`src/rtl/s420_scan_ctrl_pkg.sv`:
```
// Shared types and default widths for the s420 scan controller.
package s420_scan_pkg;

    localparam int DEF_SEL_W = 17;
    localparam int DEF_LEN_W = 16;
    localparam int DEF_HIT_W = 8;

    typedef enum logic [1:0] {
        ST_IDLE,
        ST_LOAD,
        ST_RUN,
        ST_DONE
    } scan_state_t;

    typedef enum logic [1:0] {
        STATUS_LEN_DONE  = 2'b00,
        STATUS_HIT_LIMIT = 2'b01,
        STATUS_ABORTED   = 2'b10
    } scan_status_t;

endpackage

```
`src/rtl/s420_scan_ctrl_if.sv`:
```
// Command, datapath and response bundle of the s420 scan controller.
// The slave modport is the controller; the master modport is whoever issues
// scans and models the counter/compare datapath.
interface s420_scan_ctrl_if
    import s420_scan_pkg::*;
#(
    parameter int SEL_W = DEF_SEL_W,
    parameter int LEN_W = DEF_LEN_W,
    parameter int HIT_W = DEF_HIT_W
);

    logic             cmd_valid;
    logic             cmd_ready;
    logic [SEL_W-1:0] cmd_sel;
    logic [LEN_W-1:0] cmd_len;
    logic [HIT_W-1:0] cmd_hitlim;
    logic             abort;
    logic             dp_en;
    logic [SEL_W-1:0] dp_sel;
    logic             dp_hit;
    logic             rsp_valid;
    logic             rsp_ready;
    logic [HIT_W-1:0] rsp_hits;
    logic [LEN_W-1:0] rsp_cycles;
    logic [1:0]       rsp_status;
    logic             busy;

    modport master (
        output cmd_valid, cmd_sel, cmd_len, cmd_hitlim, abort, dp_hit, rsp_ready,
        input  cmd_ready, dp_en, dp_sel, rsp_valid, rsp_hits, rsp_cycles, rsp_status, busy
    );

    modport slave (
        input  cmd_valid, cmd_sel, cmd_len, cmd_hitlim, abort, dp_hit, rsp_ready,
        output cmd_ready, dp_en, dp_sel, rsp_valid, rsp_hits, rsp_cycles, rsp_status, busy
    );

endinterface

```
`src/rtl/s420_scan_ctrl.sv`:
```
// Scan controller: accepts a scan command, drives the datapath count enable
// for the requested number of cycles, counts compare hits and reports how the
// scan ended (length reached, hit limit reached, or aborted).
module s420_scan_ctrl
    import s420_scan_pkg::*;
#(
    parameter int SEL_W = DEF_SEL_W,
    parameter int LEN_W = DEF_LEN_W,
    parameter int HIT_W = DEF_HIT_W
) (
    input logic          CK,
    input logic          RST_N,
    s420_scan_ctrl_if.slave bus
);

    scan_state_t      state;
    scan_status_t     status_q;
    logic             cmd_ready_q;
    logic             busy_q;
    logic             run_q;
    logic             rsp_valid_q;
    logic [SEL_W-1:0] dp_sel_q;
    logic [LEN_W-1:0] len_q;
    logic [HIT_W-1:0] hitlim_q;
    logic [LEN_W-1:0] cyc_q;
    logic [HIT_W-1:0] hit_q;

    logic [LEN_W-1:0] cyc_inc;
    logic [HIT_W-1:0] hit_inc;
    logic             hit_stop;
    logic             len_stop;

    // Counter values this RUN cycle would produce; the hit count sticks at all-ones.
    assign cyc_inc  = cyc_q + LEN_W'(1);
    assign hit_inc  = (bus.dp_hit && (hit_q != {HIT_W{1'b1}})) ? hit_q + HIT_W'(1) : hit_q;
    assign hit_stop = (hitlim_q != '0) && (hit_inc == hitlim_q);
    assign len_stop = (cyc_inc == len_q);

    // Scan sequencing, command capture, counters and all registered outputs.
    always_ff @(posedge CK) begin
        if (!RST_N) begin
            state       <= ST_IDLE;
            status_q    <= STATUS_LEN_DONE;
            cmd_ready_q <= 1'b1;
            busy_q      <= 1'b0;
            run_q       <= 1'b0;
            rsp_valid_q <= 1'b0;
            dp_sel_q    <= '0;
            len_q       <= '0;
            hitlim_q    <= '0;
            cyc_q       <= '0;
            hit_q       <= '0;
        end else begin
            case (state)
                ST_IDLE: begin
                    if (bus.cmd_valid) begin
                        state       <= ST_LOAD;
                        cmd_ready_q <= 1'b0;
                        busy_q      <= 1'b1;
                        dp_sel_q    <= bus.cmd_sel;
                        len_q       <= bus.cmd_len;
                        hitlim_q    <= bus.cmd_hitlim;
                        cyc_q       <= '0;
                        hit_q       <= '0;
                        status_q    <= STATUS_LEN_DONE;
                    end
                end
                ST_LOAD: begin
                    if (bus.abort) begin
                        state       <= ST_DONE;
                        rsp_valid_q <= 1'b1;
                        status_q    <= STATUS_ABORTED;
                    end else if (len_q == '0) begin
                        state       <= ST_DONE;
                        rsp_valid_q <= 1'b1;
                        status_q    <= STATUS_LEN_DONE;
                    end else begin
                        state <= ST_RUN;
                        run_q <= 1'b1;
                    end
                end
                ST_RUN: begin
                    if (bus.abort) begin
                        state       <= ST_DONE;
                        run_q       <= 1'b0;
                        rsp_valid_q <= 1'b1;
                        status_q    <= STATUS_ABORTED;
                    end else begin
                        cyc_q <= cyc_inc;
                        hit_q <= hit_inc;
                        if (hit_stop || len_stop) begin
                            state       <= ST_DONE;
                            run_q       <= 1'b0;
                            rsp_valid_q <= 1'b1;
                            status_q    <= hit_stop ? STATUS_HIT_LIMIT : STATUS_LEN_DONE;
                        end
                    end
                end
                ST_DONE: begin
                    if (bus.rsp_ready) begin
                        state       <= ST_IDLE;
                        rsp_valid_q <= 1'b0;
                        busy_q      <= 1'b0;
                        cmd_ready_q <= 1'b1;
                    end
                end
                default: begin
                    state <= ST_IDLE;
                end
            endcase
        end
    end

    assign bus.cmd_ready  = cmd_ready_q;
    assign bus.busy       = busy_q;
    assign bus.dp_en      = run_q & ~bus.abort;
    assign bus.dp_sel     = dp_sel_q;
    assign bus.rsp_valid  = rsp_valid_q;
    assign bus.rsp_hits   = hit_q;
    assign bus.rsp_cycles = cyc_q;
    assign bus.rsp_status = status_q;

endmodule

```
`src/flat_wrapper.sv`:
```
// flat-port wrapper written by rule: the top's interface ports become plain ports
module s420_scan_ctrl_flat import s420_scan_pkg::*;
#(
    parameter int SEL_W = DEF_SEL_W,
    parameter int LEN_W = DEF_LEN_W,
    parameter int HIT_W = DEF_HIT_W
)
  (CK, RST_N, bus_cmd_valid, bus_cmd_sel, bus_cmd_len, bus_cmd_hitlim, bus_abort, bus_dp_hit, bus_rsp_ready, bus_cmd_ready, bus_dp_en, bus_dp_sel, bus_rsp_valid, bus_rsp_hits, bus_rsp_cycles, bus_rsp_status, bus_busy);
  s420_scan_ctrl_if #(.SEL_W(SEL_W), .LEN_W(LEN_W), .HIT_W(HIT_W)) bus_i ();
  input logic CK;
  input logic RST_N;
  input wire logic [$bits(bus_i.cmd_valid)-1:0] bus_cmd_valid;
  input wire logic [$bits(bus_i.cmd_sel)-1:0] bus_cmd_sel;
  input wire logic [$bits(bus_i.cmd_len)-1:0] bus_cmd_len;
  input wire logic [$bits(bus_i.cmd_hitlim)-1:0] bus_cmd_hitlim;
  input wire logic [$bits(bus_i.abort)-1:0] bus_abort;
  input wire logic [$bits(bus_i.dp_hit)-1:0] bus_dp_hit;
  input wire logic [$bits(bus_i.rsp_ready)-1:0] bus_rsp_ready;
  output wire logic [$bits(bus_i.cmd_ready)-1:0] bus_cmd_ready;
  output wire logic [$bits(bus_i.dp_en)-1:0] bus_dp_en;
  output wire logic [$bits(bus_i.dp_sel)-1:0] bus_dp_sel;
  output wire logic [$bits(bus_i.rsp_valid)-1:0] bus_rsp_valid;
  output wire logic [$bits(bus_i.rsp_hits)-1:0] bus_rsp_hits;
  output wire logic [$bits(bus_i.rsp_cycles)-1:0] bus_rsp_cycles;
  output wire logic [$bits(bus_i.rsp_status)-1:0] bus_rsp_status;
  output wire logic [$bits(bus_i.busy)-1:0] bus_busy;
  assign bus_i.cmd_valid = bus_cmd_valid;
  assign bus_i.cmd_sel = bus_cmd_sel;
  assign bus_i.cmd_len = bus_cmd_len;
  assign bus_i.cmd_hitlim = bus_cmd_hitlim;
  assign bus_i.abort = bus_abort;
  assign bus_i.dp_hit = bus_dp_hit;
  assign bus_i.rsp_ready = bus_rsp_ready;
  assign bus_cmd_ready = bus_i.cmd_ready;
  assign bus_dp_en = bus_i.dp_en;
  assign bus_dp_sel = bus_i.dp_sel;
  assign bus_rsp_valid = bus_i.rsp_valid;
  assign bus_rsp_hits = bus_i.rsp_hits;
  assign bus_rsp_cycles = bus_i.rsp_cycles;
  assign bus_rsp_status = bus_i.rsp_status;
  assign bus_busy = bus_i.busy;
  s420_scan_ctrl #(.SEL_W(SEL_W), .LEN_W(LEN_W), .HIT_W(HIT_W)) u_core (.CK(CK), .RST_N(RST_N), .bus(bus_i));
endmodule
```
`config.mk`:
```
export PLATFORM = sky130hd
export DESIGN_NAME = s420_scan_ctrl_flat
export DESIGN_NICKNAME = d
export VERILOG_FILES = /design/src/rtl/s420_scan_ctrl_pkg.sv /design/src/rtl/s420_scan_ctrl_if.sv /design/src/rtl/s420_scan_ctrl.sv /design/src/flat_wrapper.sv
export SDC_FILE = /design/constraint.sdc
export NUM_CORES = 1
export LEC_CHECK = 0
export ABC_AREA = 1
export CORE_MARGIN = 5
export CORE_UTILIZATION = 54
export CTS_CLUSTER_SIZE = 28
export DETAILED_ROUTE_END_ITERATION = 8
export PLACE_DENSITY = 0.86
export SLEW_MARGIN = 15
export SYNTH_ARGS = -nofsm -noshare
export SYNTH_HDL_FRONTEND = slang
export SYNTH_SLANG_ARGS = --single-unit
```
`constraint.sdc`:
```
create_clock -name CK -period 3.5 [get_ports CK]
set_input_delay 0.35 -clock CK [delete_from_list [all_inputs] [get_ports CK]]
set_output_delay 0.35 -clock CK [all_outputs]
set_load 0.01 [all_outputs]
```
==> run summary <==
Tcrit/Tclk final: 0.6773
layout cell share with drive strength beyond 1: 0.06410
antenna fix cells: 0
Core Area: 7176 sq um
RePlAce Congestion: 0.9106
worst-path fanout max: 10
root buffer cell: clkbuf_8
DRT iter0 DRCs: 243
number of synthesized flops with an enable pin: 0
Die Ht: 95.22 um
drt wl/cell: 13.69 um
max cap viols: 0
Hold Crit Class: reg2reg
Fin Setup TNS: 0 ns
post-synth cell types: 33
DR DRC count: 0
most common library cell in the layout ignoring fill and taps: nand2_1
via/cell ratio: 5.318
Yosys warning count: 0
Synth Register Bits: 73
layout net count: 750
crit path DAT: 2.59 ns
first-pass GRT wire length: 17.96 mm
Via Count: 4260
overall fraction of global-route tracks in use: 0.2485
Slew Viols, Final: 0
Routed met3 length: 1.088 mm
top layer in use: met4
Min Clock Period, post-route: 2.371 ns
FFs w/ async S/R, synth: 0
slew at the pin with the worst max-slew slack: 0.5835 ns
CTS buffer count: 9
Final ANT Viol Nets: 0
VDD IR max: 0.4485 mV
pwr dens: 595.5 nW/um^2
Max Fclk: 0.4218 GHz
Hold Buf Count CTS: 0
Top FF cell, synth: dfxtp_1
I/O Pins: 94
Die Wd: 95.22 um
Avg Inst Size Synth: 6.439 sq um
Fin. Hold Viols: 0
Post-Synthesis Cells: 609
H-tree levels: 3
CTS Sinks: 73
total wire length: 10.96 mm
slew margin rel.: 0.6105
initial antenna violation count: 0
cts repair resizes: 0
Pwr Total: 3.061 mW
Layout fillers: 580
CTS tree: yes
status: finished clean
area grow syn2layout: 31.08%
Total Die Area: 9066 sq um
Worst-path clk slew: 0.09 ns
count of input and output buffers: 93
vias in the first global route: 4072
setup violators final: 0
post-synthesis cell area: 3921 sq um
Critical Path Sink Type: flop
Detailed Place HPWL: 7.816 mm
syn_nets: 662
Critical Path Source Type: flop
leakage: 2.039 nW
CTS max path bufs: 2
starting density of the core: 0.5465
largest net degree at the start of global routing: 62
pre-CTS setup slack: 1.024 ns
drt first pass iters: 5
CP required: 3.72 ns
GRT Residual Overflow: 0
Post-CTS Repair Setup Buffers: 0
crit path kind: reg2reg
routed wl met2: 4.991 mm
most frequent cells in the layout: nand2_1, clkdlybuf4s50_1, nor2_1
Seq/Total Area, Yosys: 0.3727
RSZ-0062 raised after global routing: false
met1 WL: 4.697 mm
Worst-Skew Late Latency: 0.36 ns
row count: 31
Fin Clk Skew: 0.01423 ns
final setup margin: 1.129 ns
==> metal layers <==
metal | track usage | up-vias
li1 | - | 2155
met1 | 0.3046 | 1917
met2 | 0.4058 | 168
met3 | 0.09392 | 20
met4 | 0.07212 | 0
met5 | 0 | -
==> cell families (layout without fill, tap and decap cells) <==
family | Yosys count | after routing | synth area share
compound gates | 104 | 104 | 0.1378
simple gates | 339 | 339 | 0.3807
fa+ha+maj | 6 | 6 | 0.01914
xor+xnor | 4 | 4 | 0.008936
buf+inv | 83 | 176 | 0.08072
flops | 73 | 73 | 0.3727
==> synth_stat cells, types with 6 or more instances <==
master,instances,area (sq um)
a21oi_1,52,260.3
clkbuf_1,18,67.56
dfxtp_1,73,1461
ha_1,6,75.07
inv_1,59,221.5
nand2_1,152,570.6
nand2_2,6,37.54
nand3_1,65,325.3
nand4_1,11,68.82
nor2_1,78,292.8
nor2_2,6,37.54
nor3_1,6,30.03
o21ai_0,45,225.2
==> report_power, final <==
part	switching (mW)	leakage, nW	internal [mW]	total [mW]
Combinational	0.707	1.34	0.501	1.21
Sequential	0.138	0.599	1.01	1.15
Clock	0.356	0.103	0.344	0.700
==> critical path: stages, from the launching register on <==
cell and delay [ns]:
dfxtp_1 0.42, ha_1 0.23, nand2_2 0.12, nor2_2 0.20, nand2_1 0.15, nor2_1 0.18
or2_2 0.16, nand2_1 0.05, nand2_1 0.05, nand3_1 0.06, nor2_1 0.14, nand2_1 0.11
nand3_4 0.14, nand2_1 0.09, nand2_1 0.08, a21oi_2 0.05
==> layout make-up <==
cell class	instances	area, sq um	share of cell area
clock inverter	7	83.83	0.01631
tap	99	123.9	0.02410
clock buffer	9	123.9	0.02410
inverter	62	232.7	0.04528
timing repair buffer	98	968.4	0.1884
multi-input combinational	453	2146	0.4175
sequential	73	1461	0.2843
==> through the flow <==
stage / hold WS, ns / std cells / utilization / cell area (sq um)
detailed placement: 0.4569 / 785 / 0.6874 / 4932
global placement: 0.4510 / 785 / 0.6874 / 4932
floorplan: 0.4389 / 609 / - / 3921
finish: 0.4690 / 801 / 0.7163 / 5140
global route: 0.5131 / 801 / 0.7163 / 5140
CTS: 0.4682 / 801 / 0.7163 / 5140
==> path summary, 6_finish.rpt <==
kind | slack (ns) | startpoint | depth (start not counted) | endpoint
worst max register to register | 1.13 | u_core.bus.rsp_cycles[0]$_SDFFE_PN0P_ | 15 | u_core.state[1]$_SDFFE_PN0P_
worst min-delay path | 0.47 | u_core.bus.rsp_status[0]$_SDFFE_PN0P_ | 2 | u_core.bus.rsp_status[0]$_SDFFE_PN0P_
worst max-delay path | 1.13 | u_core.bus.rsp_cycles[0]$_SDFFE_PN0P_ | 15 | u_core.state[1]$_SDFFE_PN0P_
worst min register to register | 0.47 | u_core.bus.rsp_status[0]$_SDFFE_PN0P_ | 2 | u_core.bus.rsp_status[0]$_SDFFE_PN0P_
==> state kept, by name (all words and copies together), names as in the netlist <==
name                   count
u_core.bus.rsp_cycles     16
u_core.hitlim_q            8
u_core.bus.rsp_hits        8
u_core.bus.dp_sel         17
u_core.bus.busy            1
u_core.state               2
u_core.run_q               1
u_core.bus.cmd_ready       1
u_core.bus.rsp_valid       1
u_core.bus.rsp_status      2
u_core.len_q              16
No activity file was read; power rests on OpenSTA's default activity.
